`config.mk`:
```
export PLATFORM = sky130hd
export DESIGN_NAME = mc_ctrl_fsm
export DESIGN_NICKNAME = d
export VERILOG_FILES = /design/src/rtl/mc_ctrl_fsm.sv
export SDC_FILE = /design/constraint.sdc
export NUM_CORES = 1
export LEC_CHECK = 0
export CORE_AREA = 2 2 41 72
export CTS_BUF_LIST = sky130_fd_sc_hd__clkbuf_8
export CTS_CLUSTER_SIZE = 12
export DETAILED_ROUTE_END_ITERATION = 10
export DIE_AREA = 0 0 43 74
export GPL_TIMING_DRIVEN = 0
export HOLD_SLACK_MARGIN = 0.02
export PLACE_DENSITY = 0.8
export RECOVER_POWER = 100
export SETUP_SLACK_MARGIN = 0.15
export SLEW_MARGIN = 20
export SYNTH_ARGS = -nofsm -noshare
export SYNTH_HDL_FRONTEND = slang
export SYNTH_SLANG_ARGS = --single-unit
```
`constraint.sdc`:
```
create_clock -name Clk -period 1.9 [get_ports Clk]
set_input_delay 0.38 -clock Clk [delete_from_list [all_inputs] [get_ports Clk]]
set_output_delay 0.38 -clock Clk [all_outputs]
set_load 0.01 [all_outputs]
```
`src/rtl/mc_ctrl_fsm.sv`:
```
`default_nettype none
// ============================================================================
//  Module   : mc_ctrl_fsm
//  Purpose  : Multi-cycle control sequencer for the MIPS-lite datapath
//             (IFU, GRF, ALU, EXT, DM). Steps each instruction through
//             FETCH/DECODE/EXEC/MEMACC/WB and drives every datapath strobe.
//             DM may be variable-latency; MEMACC waits on MemReady with an
//             optional timeout abort.
//  Ports    : Clk, Reset (async, active-low)
//             Op, Func       - instruction fields, sampled in DECODE
//             Zero           - ALU equal flag (beq in EXEC)
//             MemReady       - DM completion for MemRead/MemWrite
//             PCWrite, NPCSel, IRWrite, RegWrite, RegDst, ALUSrc, ExtOp,
//             ALUCtrl, MemRead, MemWrite, MemToReg - datapath strobes
//             Retire, MemErr - completion / abort pulses
//             State          - current state code
//  Config   : ILLEGAL_TRAP_EN - when defined, an unknown instruction parks
//             the sequencer in HALT until Reset; otherwise it is a NOP.
//  Revision : 1.0 - initial release
// ============================================================================
module mc_ctrl_fsm #(
    parameter int TIMEOUT_CYC = 16,   // 0 disables the MEMACC timeout
    parameter int TMO_W       = 5
) (
    input  logic       Clk,
    input  logic       Reset,
    input  logic [5:0] Op,
    input  logic [5:0] Func,
    input  logic       Zero,
    input  logic       MemReady,
    output logic       PCWrite,
    output logic [1:0] NPCSel,
    output logic       IRWrite,
    output logic       RegWrite,
    output logic [1:0] RegDst,
    output logic       ALUSrc,
    output logic       ExtOp,
    output logic [2:0] ALUCtrl,
    output logic       MemRead,
    output logic       MemWrite,
    output logic [1:0] MemToReg,
    output logic       Retire,
    output logic       MemErr,
    output logic [2:0] State
);

    typedef enum logic [2:0] {
        S_FETCH  = 3'd0,
        S_DECODE = 3'd1,
        S_EXEC   = 3'd2,
        S_MEMACC = 3'd3,
        S_WB     = 3'd4,
        S_HALT   = 3'd7
    } state_t;

    typedef enum logic [3:0] {
        C_NOP  = 4'd0,
        C_ADDU = 4'd1,
        C_SUBU = 4'd2,
        C_JR   = 4'd3,
        C_ORI  = 4'd4,
        C_LW   = 4'd5,
        C_SW   = 4'd6,
        C_BEQ  = 4'd7,
        C_LUI  = 4'd8,
        C_JAL  = 4'd9
    } cls_t;

    localparam logic [TMO_W-1:0] c_TMO_LAST = TMO_W'(TIMEOUT_CYC - 1);

    state_t           r_state;
    cls_t             r_cls;
    logic [TMO_W-1:0] r_cnt;
    cls_t             w_dec_cls;
    logic             w_tmo;

    // Last allowed wait cycle; MemReady on this cycle still completes.
    assign w_tmo = (TIMEOUT_CYC != 0) && (r_cnt == c_TMO_LAST);

    // Instruction class decode (only consumed in DECODE)
    always_comb begin
        w_dec_cls = C_NOP;
        case (Op)
            6'b000000: begin
                case (Func)
                    6'b100001: w_dec_cls = C_ADDU;
                    6'b100011: w_dec_cls = C_SUBU;
                    6'b001000: w_dec_cls = C_JR;
                    default:   w_dec_cls = C_NOP;
                endcase
            end
            6'b001101: w_dec_cls = C_ORI;
            6'b100011: w_dec_cls = C_LW;
            6'b101011: w_dec_cls = C_SW;
            6'b000100: w_dec_cls = C_BEQ;
            6'b001111: w_dec_cls = C_LUI;
            6'b000011: w_dec_cls = C_JAL;
            default:   w_dec_cls = C_NOP;
        endcase
    end

    always_ff @(posedge Clk or negedge Reset) begin
        if (!Reset) begin
            r_state <= S_FETCH;
            r_cls   <= C_NOP;
            r_cnt   <= '0;
        end else begin
            case (r_state)
                S_FETCH: r_state <= S_DECODE;
                S_DECODE: begin
                    r_cls <= w_dec_cls;
                    if (w_dec_cls == C_JAL)
                        r_state <= S_WB;
                    else if (w_dec_cls == C_NOP)
`ifdef ILLEGAL_TRAP_EN
                        r_state <= S_HALT;
`else
                        r_state <= S_FETCH;
`endif
                    else
                        r_state <= S_EXEC;
                end
                S_EXEC: begin
                    case (r_cls)
                        C_LW, C_SW: begin
                            r_state <= S_MEMACC;
                            r_cnt   <= '0;
                        end
                        C_ADDU, C_SUBU, C_ORI, C_LUI: r_state <= S_WB;
                        default:                      r_state <= S_FETCH;
                    endcase
                end
                S_MEMACC: begin
                    if (MemReady) begin
                        r_cnt   <= '0;
                        r_state <= (r_cls == C_LW) ? S_WB : S_FETCH;
                    end else if (w_tmo) begin
                        r_cnt   <= '0;
                        r_state <= S_FETCH;
                    end else begin
                        r_cnt   <= r_cnt + 1'b1;
                    end
                end
                S_WB:    r_state <= S_FETCH;
                S_HALT:  r_state <= S_HALT;
                default: r_state <= S_FETCH;
            endcase
        end
    end

    // Strobe decode; everything is forced low while Reset is asserted so the
    // FETCH reset state cannot leak IRWrite/PCWrite.
    always_comb begin
        PCWrite  = 1'b0;
        NPCSel   = 2'b00;
        IRWrite  = 1'b0;
        RegWrite = 1'b0;
        RegDst   = 2'b00;
        ALUSrc   = 1'b0;
        ExtOp    = 1'b0;
        ALUCtrl  = 3'b000;
        MemRead  = 1'b0;
        MemWrite = 1'b0;
        MemToReg = 2'b00;
        Retire   = 1'b0;
        MemErr   = 1'b0;
        State    = 3'd0;
        if (Reset) begin
            State = r_state;
            case (r_state)
                S_FETCH: begin
                    IRWrite = 1'b1;
                    PCWrite = 1'b1;
                end
                S_EXEC: begin
                    case (r_cls)
                        C_ADDU: ALUCtrl = 3'b000;
                        C_SUBU: ALUCtrl = 3'b001;
                        C_ORI, C_LUI: begin
                            ALUSrc  = 1'b1;
                            ALUCtrl = 3'b010;
                        end
                        C_LW, C_SW: begin
                            ALUSrc = 1'b1;
                            ExtOp  = 1'b1;
                        end
                        C_BEQ: begin
                            ALUCtrl = 3'b001;
                            ExtOp   = 1'b1;
                            NPCSel  = 2'b01;
                            PCWrite = Zero;
                            Retire  = 1'b1;
                        end
                        C_JR: begin
                            NPCSel  = 2'b11;
                            PCWrite = 1'b1;
                            Retire  = 1'b1;
                        end
                        default: ;
                    endcase
                end
                S_MEMACC: begin
                    ALUSrc   = 1'b1;
                    ExtOp    = 1'b1;
                    MemRead  = (r_cls == C_LW);
                    MemWrite = (r_cls == C_SW);
                    Retire   = MemReady && (r_cls == C_SW);
                    MemErr   = !MemReady && w_tmo;
                end
                S_WB: begin
                    RegWrite = 1'b1;
                    Retire   = 1'b1;
                    case (r_cls)
                        C_ADDU, C_SUBU: RegDst = 2'b01;
                        C_LUI:          MemToReg = 2'b11;
                        C_LW: begin
                            MemToReg = 2'b01;
                            ALUSrc   = 1'b1;
                            ExtOp    = 1'b1;
                        end
                        C_JAL: begin
                            RegDst   = 2'b10;
                            MemToReg = 2'b10;
                            PCWrite  = 1'b1;
                            NPCSel   = 2'b10;
                        end
                        default: ;
                    endcase
                end
                default: ;
            endcase
        end
    end

endmodule
`default_nettype wire

```
==> impl_metrics.csv <==
group,metric,value,unit
status,status,"finished with violations",
status,violations,"negative setup slack",
clock_tree,cts_buffers,3,
setup_path,cp_common_cell,"buf_6",
floorplanning,die_h,74,microns
grt,grt_antenna_before_repair,0,
yosys,netlist_instances,158,
clock_tree,clockBufferDepth,2,
setup_path,end_kind,"output pin",
timing,worst_slack,-265.9,ps
yosys,yosys_register_bits,12,
timing,max_freq,0.4617,GHz
flow_run,drv_cap,0,
timing,slew_headroom,61.96,%
timing,fin_crit,2166,ps
routing,wire_per_inst,21.92,microns
routing,vias,1737,
floorplanning,core_area,2628,sq um
clock_tree,clock_latency,260,ps
pwr,ir_worst_vdd,0.5276,mV
routing,post_drt_via_cell_ratio,6.630,
timing,slew_viol_final,0,
yosys,syn_area,1222,sq um
setup_path,slowest_stage,"dfrtp_2",
floorplanning,start_util,46.52,%
yosys,seq_area_frac_synth,24.56,%
timing,fin_crit_sh,114.0,%
pwr,leakagePower,0.0009739,uW
clock_tree,root_buffer,"clkbuf_8",
routing,wirelength,5.742,mm
layout,nFillCells,153,
timing,rsz0062_at_grt,"true",
grt,overflow,0,
floorplanning,dieWidth,43,microns
setup_path,slowest_delay,460,ps
layout,drive_above_1_share,51.06,%
clock_tree,tritoncts,"yes",
floorplanning,rows,25,
setup_path,worstPathRequired,1520,ps
place,portBuffers,34,
clock_tree,clk_pin_slew_worst_paths,60,ps
yosys,synthTopCellsByArea,"dfrtp_1 (25%), nor3_1 (4.1%), nor2b_1 (3.6%), nand2_1 (3.4%), a21oi_1 (3.3%)",
place,gp_congestion,0.9399,
yosys,synth_enable_flop_cells,0,
place,hpwlAfterDp,2.692,mm
floorplanning,die_area,3182,sq um
clock_tree,htreeDepth,1,
timing,clock_skew,7.033,ps
grt,grt_pass1_vias,1698,
yosys,avgSynthCellArea,7.737,sq um
grt,grt_max_degree,13,
routing,antenna_left,0,
worst_hold_path,min-delay-path-class,"reg -> reg",
layout,nets,253,
layout,fin_area,2207,sq um
yosys,ys_warn_count,0,
yosys,async_flop_share,100.0,%
yosys,synth_common_cells,"dfrtp_1 (12), nand2_1 (11), nor2_1 (10), nor3_1 (10), a21oi_1 (8)",
layout,diodes,0,
yosys,yosys.area.top_type,"dfrtp_1",
yosys,yosysMostFrequentCell,"dfrtp_1",
setup_path,critPathMaxFanout,6,
yosys,syn-num-nets,175,
floorplanning,io-pin-count,37,
routing,drtIter0Drc,92,
setup_path,worstSetupPathType,"reg -> out",
routing,drt_first_pass_iters,4,
timing,finalSetupViolCount,15,
grt,grt_use_total,33.25,%
pwr,p_per_area,836.9,nW/um^2
yosys,synthFlopType,"dfrtp_1",
setup_path,arrival,1790,ps
place,placed_area,1609,sq um
timing,worstMarginPinSlew,568.8,ps
grt,grt_pass1_wl,7.941,mm
setup_path,critPathLaunchType,"flop",
clock_tree,clock-sinks,12,
timing,hold_viol_final,0,
routing,drc,0,
yosys,synth_top_area_share,24.56,%
yosys,yosysUniqueCellTypes,51,
setup_path,worstPathCellList,"buf_6 > nor3b_4 > buf_4 > buf_6 > a31oi_1 > a21oi_1 > buf_2",
timing,tns,-2797,ps
layout,syn_to_final_growth,80.55,%
==> power breakdown <==
group	internal [uW]	switching [uW]
combinational	550	621
clock	184	111
sequential	318	63.3
==> through the flow <==
| stage | total power, uW | hold WS (ps) | cells | setup slack [ps] | utilization [%] |
|---|---|---|---|---|---|
| after floorplan | 788.1 | 84.41 | 158 | 156.8 | - |
| after global placement | 966.4 | 473.6 | 219 | -1048 | 61.24 |
| after detailed placement | 994.8 | 504.0 | 219 | -1099 | 61.24 |
| after CTS | 1581 | 513.6 | 255 | -142.3 | 77.67 |
| after global routing | 1922 | 542.4 | 262 | -405.4 | 84.00 |
| final | 1847 | 538.1 | 262 | -265.9 | 84.00 |
==> cell type report <==
type / instances / area (sq um) / area share, %
multi-input cells: 130 / 1084 / 49.09
inverters: 4 / 17.52 / 0.7936
flip-flops and latches: 12 / 304.0 / 13.78
repair buffers: 73 / 604.3 / 27.38
plain buffers: 12 / 108.9 / 4.932
well taps: 27 / 33.78 / 1.531
clock buffers: 4 / 55.05 / 2.494
==> final timing paths <==
kind / cells past startpoint / end / from / slack [ps]
max in group asynchronous: 2 / r_cls[0] / Reset / 780
setup / recovery: 7 / Retire / r_state[2] / -270
hold / removal: 1 / r_cnt[2] / r_cnt[2] / 540
hold reg to reg: 1 / r_cnt[2] / r_cnt[2] / 540
min in group asynchronous: 2 / r_cls[3] / Reset / 710
setup reg to reg: 7 / r_state[1] / r_state[0] / 50
==> per-layer routing <==
layer  vias up  global-route usage, %  wire (microns)
met5         -                      0               0
met4         0                  21.89             367
li1        745                      -               -
met3        39                  5.583             402
met1       837                  34.19            1935
met2       116                  60.44            3037
==> state kept, by name, summed over array words and instances, names as in the netlist <==
signal   cells
r_cls        4
r_cnt        5
r_state      3
==> cell usage in the layout (no fill, tap or decap), drive strengths merged, types with 4 or more instances in the layout <==
cell            n
o21ai           7
nor2           10
nor2b           7
nand3b          4
dlygate4sd2     7
nor3b           4
inv             4
a31oi           5
dfrtp          12
nor3           11
nand3           7
a21oi           8
clkdlybuf4s50   6
nand2b          4
clkbuf         11
nand2          11
buf            63
nor4            6
==> worst max-delay path, delay by kind of cell (launching register included) <==
kind / cells / cell delay (ps)
buffers and inverters: 4 / 540
AND/OR/NAND/NOR: 1 / 290
AO/OA/AOI/OAI: 2 / 220
flip-flops: 1 / 460
==> kinds of logic (layout without fill, tap and decap cells) <==
kind of cell	after synthesis	after routing	share of synthesized area, %
simple gates	85	85	42.68
compound gates	37	37	21.09
buf+inv	16	93	5.731
flops	12	12	24.57
xor+xnor	4	4	2.866
mux	2	2	1.740
fa+ha+maj	1	1	1.023
other cells	1	1	0.3068
==> what timing repair did <==
action	in CTS	in global routing
endpoints found under the hold margin	12	0
hold buffers	1	0
pin swaps	26	11
resized for setup	150	28
setup endpoints to repair	25	24
buffers inserted	31	7
No activity file was read; power rests on OpenSTA's default activity.
